$ cat src/rtl/dac_pkg.sv
// Shared mode encodings and reset defaults for the DAC waveform blocks.
package dac_pkg;

   localparam int MODE_W = 2;

   typedef enum logic [MODE_W-1:0] {
      MODE_HOLD   = 2'd0,
      MODE_SAW    = 2'd1,
      MODE_TRI    = 2'd2,
      MODE_SQUARE = 2'd3
   } dac_mode_e;

   typedef enum logic {
      DIR_UP   = 1'b0,
      DIR_DOWN = 1'b1
   } dac_dir_e;

   localparam dac_mode_e   DEF_MODE    = MODE_HOLD;
   localparam int unsigned DEF_LO      = 0;
   localparam int unsigned DEF_STEP    = 1;
   localparam logic        DEF_HI_FILL = 1'b1;

endpackage

$ cat src/rtl/dac_prescaler.sv
// Free-running divider: one-clock tick every DIV clocks (DIV >= 1).
module dac_prescaler #(
   parameter int DIV = 4
) (
   input  logic clk,
   input  logic nRst,
   output logic tick
);

   localparam int CW = (DIV > 1) ? $clog2(DIV) : 1;
   localparam logic [CW-1:0] LAST = CW'(DIV - 1);

   logic [CW-1:0] cnt_q, cnt_d;
   logic          run_q, run_d;

   // run_q keeps tick low in reset even when DIV == 1
   always_comb begin
      run_d = 1'b1;
      if (cnt_q == LAST) begin
         cnt_d = '0;
      end else begin
         cnt_d = cnt_q + 1'b1;
      end
   end

   always_ff @(posedge clk or negedge nRst) begin
      if (!nRst) begin
         cnt_q <= '0;
         run_q <= 1'b0;
      end else begin
         cnt_q <= cnt_d;
         run_q <= run_d;
      end
   end

   assign tick = run_q && (cnt_q == LAST);

endmodule

$ cat src/rtl/dac_wavegen.sv
// R-2R DAC waveform generator: hold/saw/tri/square on a prescaled tick.
// Define DAC_WAVEGEN_SYNC_EN to add the 'sync' low-bound marker output.
module dac_wavegen
   import dac_pkg::*;
#(
   parameter int WIDTH = 8,
   parameter int DIV   = 4
) (
   input  logic              clk,
   input  logic              nRst,
   input  logic              cfg_valid,
   output logic              cfg_ready,
   input  logic [MODE_W-1:0] cfg_mode,
   input  logic [WIDTH-1:0]  cfg_lo,
   input  logic [WIDTH-1:0]  cfg_hi,
   input  logic [WIDTH-1:0]  cfg_step,
`ifdef DAC_WAVEGEN_SYNC_EN
   output logic              sync,
`endif
   output logic [WIDTH-1:0]  out,
   output logic              tick
);

   logic tick_s;

   dac_prescaler #(
      .DIV (DIV)
   ) u_presc (
      .clk  (clk),
      .nRst (nRst),
      .tick (tick_s)
   );

   dac_mode_e        mode_q, mode_d;
   logic [WIDTH-1:0] lo_q, lo_d;
   logic [WIDTH-1:0] hi_q, hi_d;
   logic [WIDTH-1:0] step_q, step_d;
   logic [WIDTH-1:0] out_q, out_d;
   dac_dir_e         dir_q, dir_d;
   logic [WIDTH-1:0] sq_cnt_q, sq_cnt_d;
   logic             sq_hi_q, sq_hi_d;
   logic             ready_q, ready_d;
   logic             pend_q, pend_d;
   dac_mode_e        p_mode_q, p_mode_d;
   logic [WIDTH-1:0] p_lo_q, p_lo_d;
   logic [WIDTH-1:0] p_hi_q, p_hi_d;
   logic [WIDTH-1:0] p_step_q, p_step_d;

   logic [WIDTH:0]   sum;
   logic [WIDTH:0]   lo_step;
`ifdef DAC_WAVEGEN_SYNC_EN
   logic             sync_evt;
`endif

   always_comb begin
      mode_d   = mode_q;
      lo_d     = lo_q;
      hi_d     = hi_q;
      step_d   = step_q;
      out_d    = out_q;
      dir_d    = dir_q;
      sq_cnt_d = sq_cnt_q;
      sq_hi_d  = sq_hi_q;
      ready_d  = ready_q;
      pend_d   = pend_q;
      p_mode_d = p_mode_q;
      p_lo_d   = p_lo_q;
      p_hi_d   = p_hi_q;
      p_step_d = p_step_q;
`ifdef DAC_WAVEGEN_SYNC_EN
      sync_evt = 1'b0;
`endif
      // extra MSB catches the carry so nothing wraps past all-ones
      sum     = {1'b0, out_q} + {1'b0, step_q};
      lo_step = {1'b0, lo_q} + {1'b0, step_q};

      if (tick_s) begin
         if (pend_q) begin
            mode_d   = p_mode_q;
            lo_d     = p_lo_q;
            hi_d     = p_hi_q;
            step_d   = p_step_q;
            out_d    = p_lo_q;
            dir_d    = DIR_UP;
            sq_cnt_d = '0;
            sq_hi_d  = 1'b0;
            pend_d   = 1'b0;
            ready_d  = 1'b1;
`ifdef DAC_WAVEGEN_SYNC_EN
            sync_evt = 1'b1;
`endif
         end else if (lo_q >= hi_q) begin
            out_d = lo_q;
         end else begin
            unique case (mode_q)
               MODE_HOLD: begin
                  out_d = lo_q;
               end
               MODE_SAW: begin
                  if (sum > {1'b0, hi_q}) begin
                     out_d = lo_q;
`ifdef DAC_WAVEGEN_SYNC_EN
                     sync_evt = 1'b1;
`endif
                  end else begin
                     out_d = sum[WIDTH-1:0];
                  end
               end
               MODE_TRI: begin
                  if (dir_q == DIR_UP) begin
                     if (sum >= {1'b0, hi_q}) begin
                        out_d = hi_q;
                        dir_d = DIR_DOWN;
                     end else begin
                        out_d = sum[WIDTH-1:0];
                     end
                  end else if ({1'b0, out_q} <= lo_step) begin
                     out_d = lo_q;
                     dir_d = DIR_UP;
`ifdef DAC_WAVEGEN_SYNC_EN
                     sync_evt = 1'b1;
`endif
                  end else begin
                     out_d = out_q - step_q;
                  end
               end
               MODE_SQUARE: begin
                  if (sq_cnt_q == step_q) begin
                     sq_cnt_d = '0;
                     sq_hi_d  = ~sq_hi_q;
                     out_d    = sq_hi_q ? lo_q : hi_q;
`ifdef DAC_WAVEGEN_SYNC_EN
                     sync_evt = sq_hi_q;
`endif
                  end else begin
                     sq_cnt_d = sq_cnt_q + 1'b1;
                  end
               end
            endcase
         end
      end

      if (cfg_valid && ready_q) begin
         pend_d   = 1'b1;
         ready_d  = 1'b0;
         p_mode_d = dac_mode_e'(cfg_mode);
         p_lo_d   = cfg_lo;
         p_hi_d   = cfg_hi;
         p_step_d = cfg_step;
      end
   end

   always_ff @(posedge clk or negedge nRst) begin
      if (!nRst) begin
         mode_q   <= DEF_MODE;
         lo_q     <= WIDTH'(DEF_LO);
         hi_q     <= {WIDTH{DEF_HI_FILL}};
         step_q   <= WIDTH'(DEF_STEP);
         out_q    <= '0;
         dir_q    <= DIR_UP;
         sq_cnt_q <= '0;
         sq_hi_q  <= 1'b0;
         ready_q  <= 1'b1;
         pend_q   <= 1'b0;
         p_mode_q <= MODE_HOLD;
         p_lo_q   <= '0;
         p_hi_q   <= '0;
         p_step_q <= '0;
      end else begin
         mode_q   <= mode_d;
         lo_q     <= lo_d;
         hi_q     <= hi_d;
         step_q   <= step_d;
         out_q    <= out_d;
         dir_q    <= dir_d;
         sq_cnt_q <= sq_cnt_d;
         sq_hi_q  <= sq_hi_d;
         ready_q  <= ready_d;
         pend_q   <= pend_d;
         p_mode_q <= p_mode_d;
         p_lo_q   <= p_lo_d;
         p_hi_q   <= p_hi_d;
         p_step_q <= p_step_d;
      end
   end

   assign out       = out_q;
   assign tick      = tick_s;
   assign cfg_ready = ready_q;
`ifdef DAC_WAVEGEN_SYNC_EN
   assign sync      = sync_evt;
`endif

endmodule

$ cat config.mk
export PLATFORM = sky130hd
export DESIGN_NAME = dac_wavegen
export DESIGN_NICKNAME = d
export VERILOG_FILES = /design/src/rtl/dac_pkg.sv /design/src/rtl/dac_prescaler.sv /design/src/rtl/dac_wavegen.sv
export SDC_FILE = /design/constraint.sdc
export NUM_CORES = 1
export LEC_CHECK = 0
export ABC_AREA = 0
export ABC_CLOCK_PERIOD_IN_PS = 5000
export CORE_MARGIN = 4
export CORE_UTILIZATION = 47
export CTS_BUF_LIST = sky130_fd_sc_hd__clkbuf_4
export DETAILED_ROUTE_END_ITERATION = 6
export GPL_TIMING_DRIVEN = 0
export PLACE_DENSITY = 0.66
export SYNTH_ARGS = -nofsm -noshare
export SYNTH_HDL_FRONTEND = slang
export SYNTH_SLANG_ARGS = --single-unit
$ cat constraint.sdc
create_clock -name clk -period 5 [get_ports clk]
set_input_delay 1 -clock clk [delete_from_list [all_inputs] [get_ports clk]]
set_output_delay 1 -clock clk [all_outputs]
set_load 0.05 [all_outputs]
==> results of run 1 <==
flip-flops by register name, summed over array words and instances (netlist names):
register       flops
hi_q               8
lo_q               8
out                8
p_hi_q             8
p_lo_q             8
p_step_q           8
sq_cnt_q           8
step_q             8
mode_q             2
p_mode_q           2
u_presc.cnt_q      2
cfg_ready          1
dir_q              1
pend_q             1
sq_hi_q            1
u_presc.run_q      1
routing by layer:
metal  routed length (um)  vias up
met5                    0        -
met4                  210        0
met3                  601       18
met2                 6450      119
met1                 6160     2145
li1                     -     2071
cells by family after synthesis:
group           share of synthesized area
other cells                      0.000696
buf+inv                            0.0344
xor+xnor                           0.0406
fa+ha+maj                           0.125
compound gates                      0.188
simple gates                        0.114
mux                                 0.146
flops                               0.351
placed cells by master, fill, tap and decap left out, drive strengths merged, types with 20 or more instances in the layout:
cell / synthesis / layout
mux2: 61 / 61
clkdlybuf4s50: 0 / 37
clkbuf: 14 / 24
dfrtp: 65 / 65
ha: 49 / 49
xnor2: 20 / 20
nand2: 30 / 30
o21ai: 36 / 36
a21oi: 25 / 25
inv: 31 / 32
nor2: 26 / 26
worst max-delay path, stage by stage (launching register included):
cell	delay, ns
dfrtp_1	0.44
ha_1	0.23
fa_1	0.39
nor2b_2	0.19
o311ai_4	0.26
o21ai_0	0.15
xnor2_1	0.37
inv_1	0.10
ha_1	0.33
a22o_1	0.21
nor4_1	0.27
a211oi_1	0.21
a21oi_2	0.44
mux2_2	0.39
a211oi_1	0.26
a32oi_1	0.15
layout make-up:
type | instances | area, um2 | share of cell area
well taps | 140 | 175 | 0.0287
repair buffers | 39 | 398 | 0.0652
multi-input cells | 410 | 3310 | 0.543
plain buffers | 16 | 65.1 | 0.0107
inverters | 32 | 120 | 0.0197
clock buffers | 10 | 75.1 | 0.0123
clock inverters | 6 | 65.1 | 0.0107
flip-flops and latches | 75 | 1890 | 0.310
synth_stat cells, drive strengths merged, types with 10 or more instances:
master and n:
mux2i 10, o21ai 36, nand2 30, a21oi 25, clkbuf 14, xnor2 20, a211oi 12, dfstp 10
nand2b 14, inv 31, nor2 26, mux2 61, dfrtp 65, o211ai 10, ha 49
metrics by stage:
stage | hold WS, ns | setup WS, ns | cells | utilization | cell area, um2
6_report | 0.435 | 0.483 | 728 | 0.553 | 6100
5_1_grt | 0.454 | 0.270 | 728 | 0.553 | 6100
4_1_cts | 0.438 | 0.570 | 728 | 0.553 | 6100
3_5_place_dp | 0.423 | 0.604 | 712 | 0.540 | 5960
3_3_place_gp | 0.414 | 0.403 | 711 | 0.539 | 5940
2_1_floorplan | 0.403 | 0.907 | 533 | - | 5390
worst paths after layout:
kind / end / depth (start not counted) / start
max: out[3] / 15 / out[0]
min: u_presc.cnt_q[0] / 1 / u_presc.cnt_q[0]
max reg2reg: out[3] / 15 / out[0]
min reg2reg: u_presc.cnt_q[0] / 1 / u_presc.cnt_q[0]
max in group asynchronous: step_q[0] / 2 / nRst
min in group asynchronous: p_hi_q[1] / 1 / nRst
==> results.cfg, run 1 <==
[place]
dp_hpwl_um = 10800
numPortBuffers = 38
gp_congestion = 0.925

[final_layout]
drive_gt1_frac = 0.197
area_delta_synth_final_pct = 13.2
fin_nets = 664
fill_cells = 1020
antenna_cells = 0

[setup_path]
crit_type = reg2reg
cp.required_ns = 5.31
endpoint_kind = register
critPathLaunchType = register
crit_fanout = 10
ff2ff_setup_slack_ns = 0.48
cp.arrival_ns = 4.83

[grt]
use_met2 = 0.346
overflow = 0
gr-usage-met1 = 0.295
antenna_found_initial = 0
track_usage = 0.213
grt_pass1_wl_um = 22200
use_met3 = 0.0347
top_usage_layer = met2
grt_max_degree = 45
grt_pass1_vias = 4306

[synth]
yosysTopAreaCellShare = 0.302
yosys_warnings = 0
synth_seq_cells = 75
synthArstFlopShare = 1.00
netlist_area_um2 = 5390
synth_area_leader_cell = dfrtp_1
syn_inst = 533
synth_cell_types = 70
synth_flop_cell = dfrtp_1
syn_nets = 614
ys_seq_area_frac = 0.351
synth_area_leaders = dfrtp_1 30%, mux2_2 13%, ha_1 11%
avgSynthCellArea_um2 = 10.1
synth-edff-count = 0

[sta]
hold_viol = 0
setup_viol = 0
rsz0062_at_grt = no
finClkSkew_ns = 0.0150
layout_min_cycle_time_ns = 4.52
max_freq_ghz = 0.221
slew_headroom = 0.555
slew_viol_final = 0
fin_tns_setup_ns = 0
tightest_slew_ns = 0.667
min_period_over_period = 0.903

[detailed_routing]
post_drt_wl_per_cell_um = 18.4
drc = 0
vias = 4353
first_pass_iters = 5
ant_nets = 0
dr.first_iter.drc_count = 290
viasPerCell = 5.98
wl_um = 13400

[clocking]
path_clk_slew_ns = 0.13
clock-sinks = 75
h-tree-depth = 3
clock_path_buffers = 2
cts_buffers = 9
cts_hold_buf = 0
root_buffer = clkbuf_4
cts_resized = 0
clk_latency_ns = 0.43
post-cts-setup-buffers = 0
cts_tree = yes

[die]
initial_core_util = 0.489
dieArea_um2 = 13200
io_pins = 39
die_h_um = 115
die_w_um = 115
num_rows = 38
core_area_um2 = 11000

[status]
outcome = finished, final reports clean

[run]
maxCapViolations = 0

[worst_hold_path]
worstHoldPathType = reg2reg
Power of run 1 is not shown: default switching activity piles up to over one toggle a cycle in this logic, so the estimate is an artifact.
==> inputs of run 2 (changes only) <==
--- a/config.mk
+++ b/config.mk
@@ -5,14 +5,14 @@
 export SDC_FILE = /design/constraint.sdc
 export NUM_CORES = 1
 export LEC_CHECK = 0
-export ABC_AREA = 0
+export ABC_AREA = 1
 export ABC_CLOCK_PERIOD_IN_PS = 5000
 export CORE_MARGIN = 4
-export CORE_UTILIZATION = 47
+export CORE_UTILIZATION = 59
 export CTS_BUF_LIST = sky130_fd_sc_hd__clkbuf_4
 export DETAILED_ROUTE_END_ITERATION = 6
 export GPL_TIMING_DRIVEN = 0
-export PLACE_DENSITY = 0.66
+export PLACE_DENSITY = 0.8
 export SYNTH_ARGS = -nofsm -noshare
 export SYNTH_HDL_FRONTEND = slang
 export SYNTH_SLANG_ARGS = --single-unit
==> run 2 against run 1 <==
  * Non-clock buffer count is 4 higher
  * Core utilization is 13 points higher
  * Register-to-register slack better by 0.65 ns
  * Critical path depth is 10 higher
  * Design area is 2.3% higher
  * Die area is 17% lower
  * Worst setup slack better by 0.65 ns
  * Clock skew is 0.0073 ns higher
  * Cell count is 25% higher
  * Synthesized cell count is 40% higher
  * Flip-flop and latch count stayed put
  * Highest routed layer unchanged
==> results.cfg, run 2 <==
[sta]
tightest_slew_ns = 0.929
fin_tns_setup_ns = 0
rsz0062_at_grt = no
slew_headroom = 0.381
min_period_over_period = 0.772
finClkSkew_ns = 0.0223
setup_viol = 0
setup_ws_ns = 1.14
hold_viol = 0
max_freq_ghz = 0.259
slew_viol_final = 0
layout_min_cycle_time_ns = 3.86

[clocking]
path_clk_slew_ns = 0.11
clk_latency_ns = 0.43
cts_buffers = 9
clock_path_buffers = 2
cts_hold_buf = 0
post-cts-setup-buffers = 0
clock-sinks = 75
cts_resized = 0
cts_tree = yes
h-tree-depth = 3
root_buffer = clkbuf_4

[final_layout]
drive_gt1_frac = 0.0923
antenna_cells = 0
final_cell_mix = 196 x nand2_1, 87 x inv_1, 73 x a21oi_1, 65 x nor2_1, 65 x dfrtp_1
final_cells = 913
layout_commonest_cell = nand2_1
finalInstanceArea_um2 = 6240
area_delta_synth_final_pct = 13.2
fin_nets = 878

[setup_path]
path_depth = 25
crit_fanout = 9
cp.required_ns = 5.37
crit_top_cell = nand2_1
crit_type = reg2reg
endpoint_kind = register
critPathLaunchType = register
path_buf_inv = 2
slowest_delay_ns = 0.51
reg2regPathDepth = 25
critical-path-top-delay-family = simple AND/OR/NAND/NOR gates
cp.arrival_ns = 4.23
slowest_stage = dfrtp_1

[grt]
grt_pass1_vias = 4988
grt_max_degree = 76
top_usage_layer = met2
antenna_found_initial = 0
overflow = 0
track_usage = 0.288
use_met3 = 0.0383
gr-usage-met1 = 0.380
grt_pass1_wl_um = 24900
use_met2 = 0.486

[run]
maxCapViolations = 0

[die]
initial_core_util = 0.603
dieArea_um2 = 11000
io_pins = 39
die_h_um = 105
die_w_um = 105
core_area_um2 = 9150
num_rows = 35

[place]
gp_congestion = 0.924
dp_hpwl_um = 12300
numPortBuffers = 38
pre_cts_slack_ns = 1.26
dp_cells = 897
dpl_cell_area_um2 = 6030

[synth]
synth_cell_types = 42
syn_inst = 748
yosys_warnings = 0
yosysTopAreaCellShare = 0.295
synth.most_common_cell = nand2_1
avgSynthCellArea_um2 = 7.37
synth_flop_cell = dfrtp_1
synth_seq_cells = 75
ys_seq_area_frac = 0.343
synth-edff-count = 0
synth_common_cells = 196 x nand2_1, 87 x inv_1, 73 x a21oi_1
synth_area_leader_cell = dfrtp_1
syn_nets = 829
synth_area_leaders = dfrtp_1 29%, nand2_1 13%, ha_1 11%
netlist_area_um2 = 5520
synthArstFlopShare = 1.00

[detailed_routing]
wl_um = 15600
vias = 5217
ant_nets = 0
first_pass_iters = 5
dr.first_iter.drc_count = 310
viasPerCell = 5.71
post_drt_wl_per_cell_um = 17.1
drc = 0

[status]
outcome = finished, final reports clean

[worst_hold_path]
hold_depth = 1
worstHoldPathType = reg2reg
run 2: cell count changes in the layout (fill, tap and decap cells not counted), sizes merged, moves of 7 or more:
cell    change
a211oi     -11
a21oi      +56
a31oi       -7
inv        +60
mux2       -49
mux2i       -9
nand2     +170
nand2b     -14
nand3      +51
nand4      +17
nor2       +42
nor2b       -8
o211ai      -9
xnor2      -14
run 2: cell families (layout without fill, tap and decap cells):
logic type | after synthesis | in the layout | synth area share
AOI/OAI and AO/OA | 124 | 124 | 0.122
xor gates and xnor gates | 14 | 14 | 0.0222
adders and majority gates | 52 | 52 | 0.122
buffers and inverters | 113 | 167 | 0.0812
DFF | 75 | 75 | 0.343
muxes | 13 | 13 | 0.0263
other | 1 | 1 | 0.000680
and+or+nand+nor | 356 | 356 | 0.283
run 2: area by class of cell:
cell class              count  area, um2
clock inverters             6        138
multi-input cells         560       3180
well taps                 111        139
flip-flops and latches     75       1890
inverters                  92        345
clock buffers              10       75.1
fillers                   776       2910
plain buffers              21        103
repair buffers             38        378
run 2: per-stage QoR:
| step | hold slack [ns] | util |
|---|---|---|
| after floorplan | 0.403 | - |
| after global placement | 0.413 | 0.659 |
| after detailed placement | 0.433 | 0.659 |
| after CTS | 0.450 | 0.682 |
| after global routing | 0.481 | 0.682 |
| final | 0.444 | 0.682 |
run 2: worst paths after layout:
| check | to | slack (ns) | startpoint |
|---|---|---|---|
| worst max-delay path | out[5] | 1.14 | lo_q[2] |
| worst min-delay path | u_presc.cnt_q[0] | 0.44 | u_presc.cnt_q[0] |
| worst max register to register | out[5] | 1.14 | lo_q[2] |
| worst min register to register | u_presc.cnt_q[0] | 0.44 | u_presc.cnt_q[0] |
| max in group asynchronous | p_lo_q[1] | 3.70 | nRst |
| min in group asynchronous | p_step_q[1] | 0.68 | nRst |
run 2: worst register-to-register path, delay by kind of cell (launching register included):
kind / cells / cell delay (ns)
XOR/XNOR: 1 / 0.16
AND/OR/NAND/NOR: 16 / 1.72
adder cells (fa/ha/maj): 2 / 0.66
buffers and inverters: 2 / 0.12
AO/OA/AOI/OAI: 4 / 0.64
flip-flops: 1 / 0.51
run 2: metal layers:
metal	wire (um)	vias up
met1	6690	2469
met4	504	0
met5	0	-
met2	7590	160
li1	-	2557
met3	807	31
Power of run 2 is left out for the same reason.
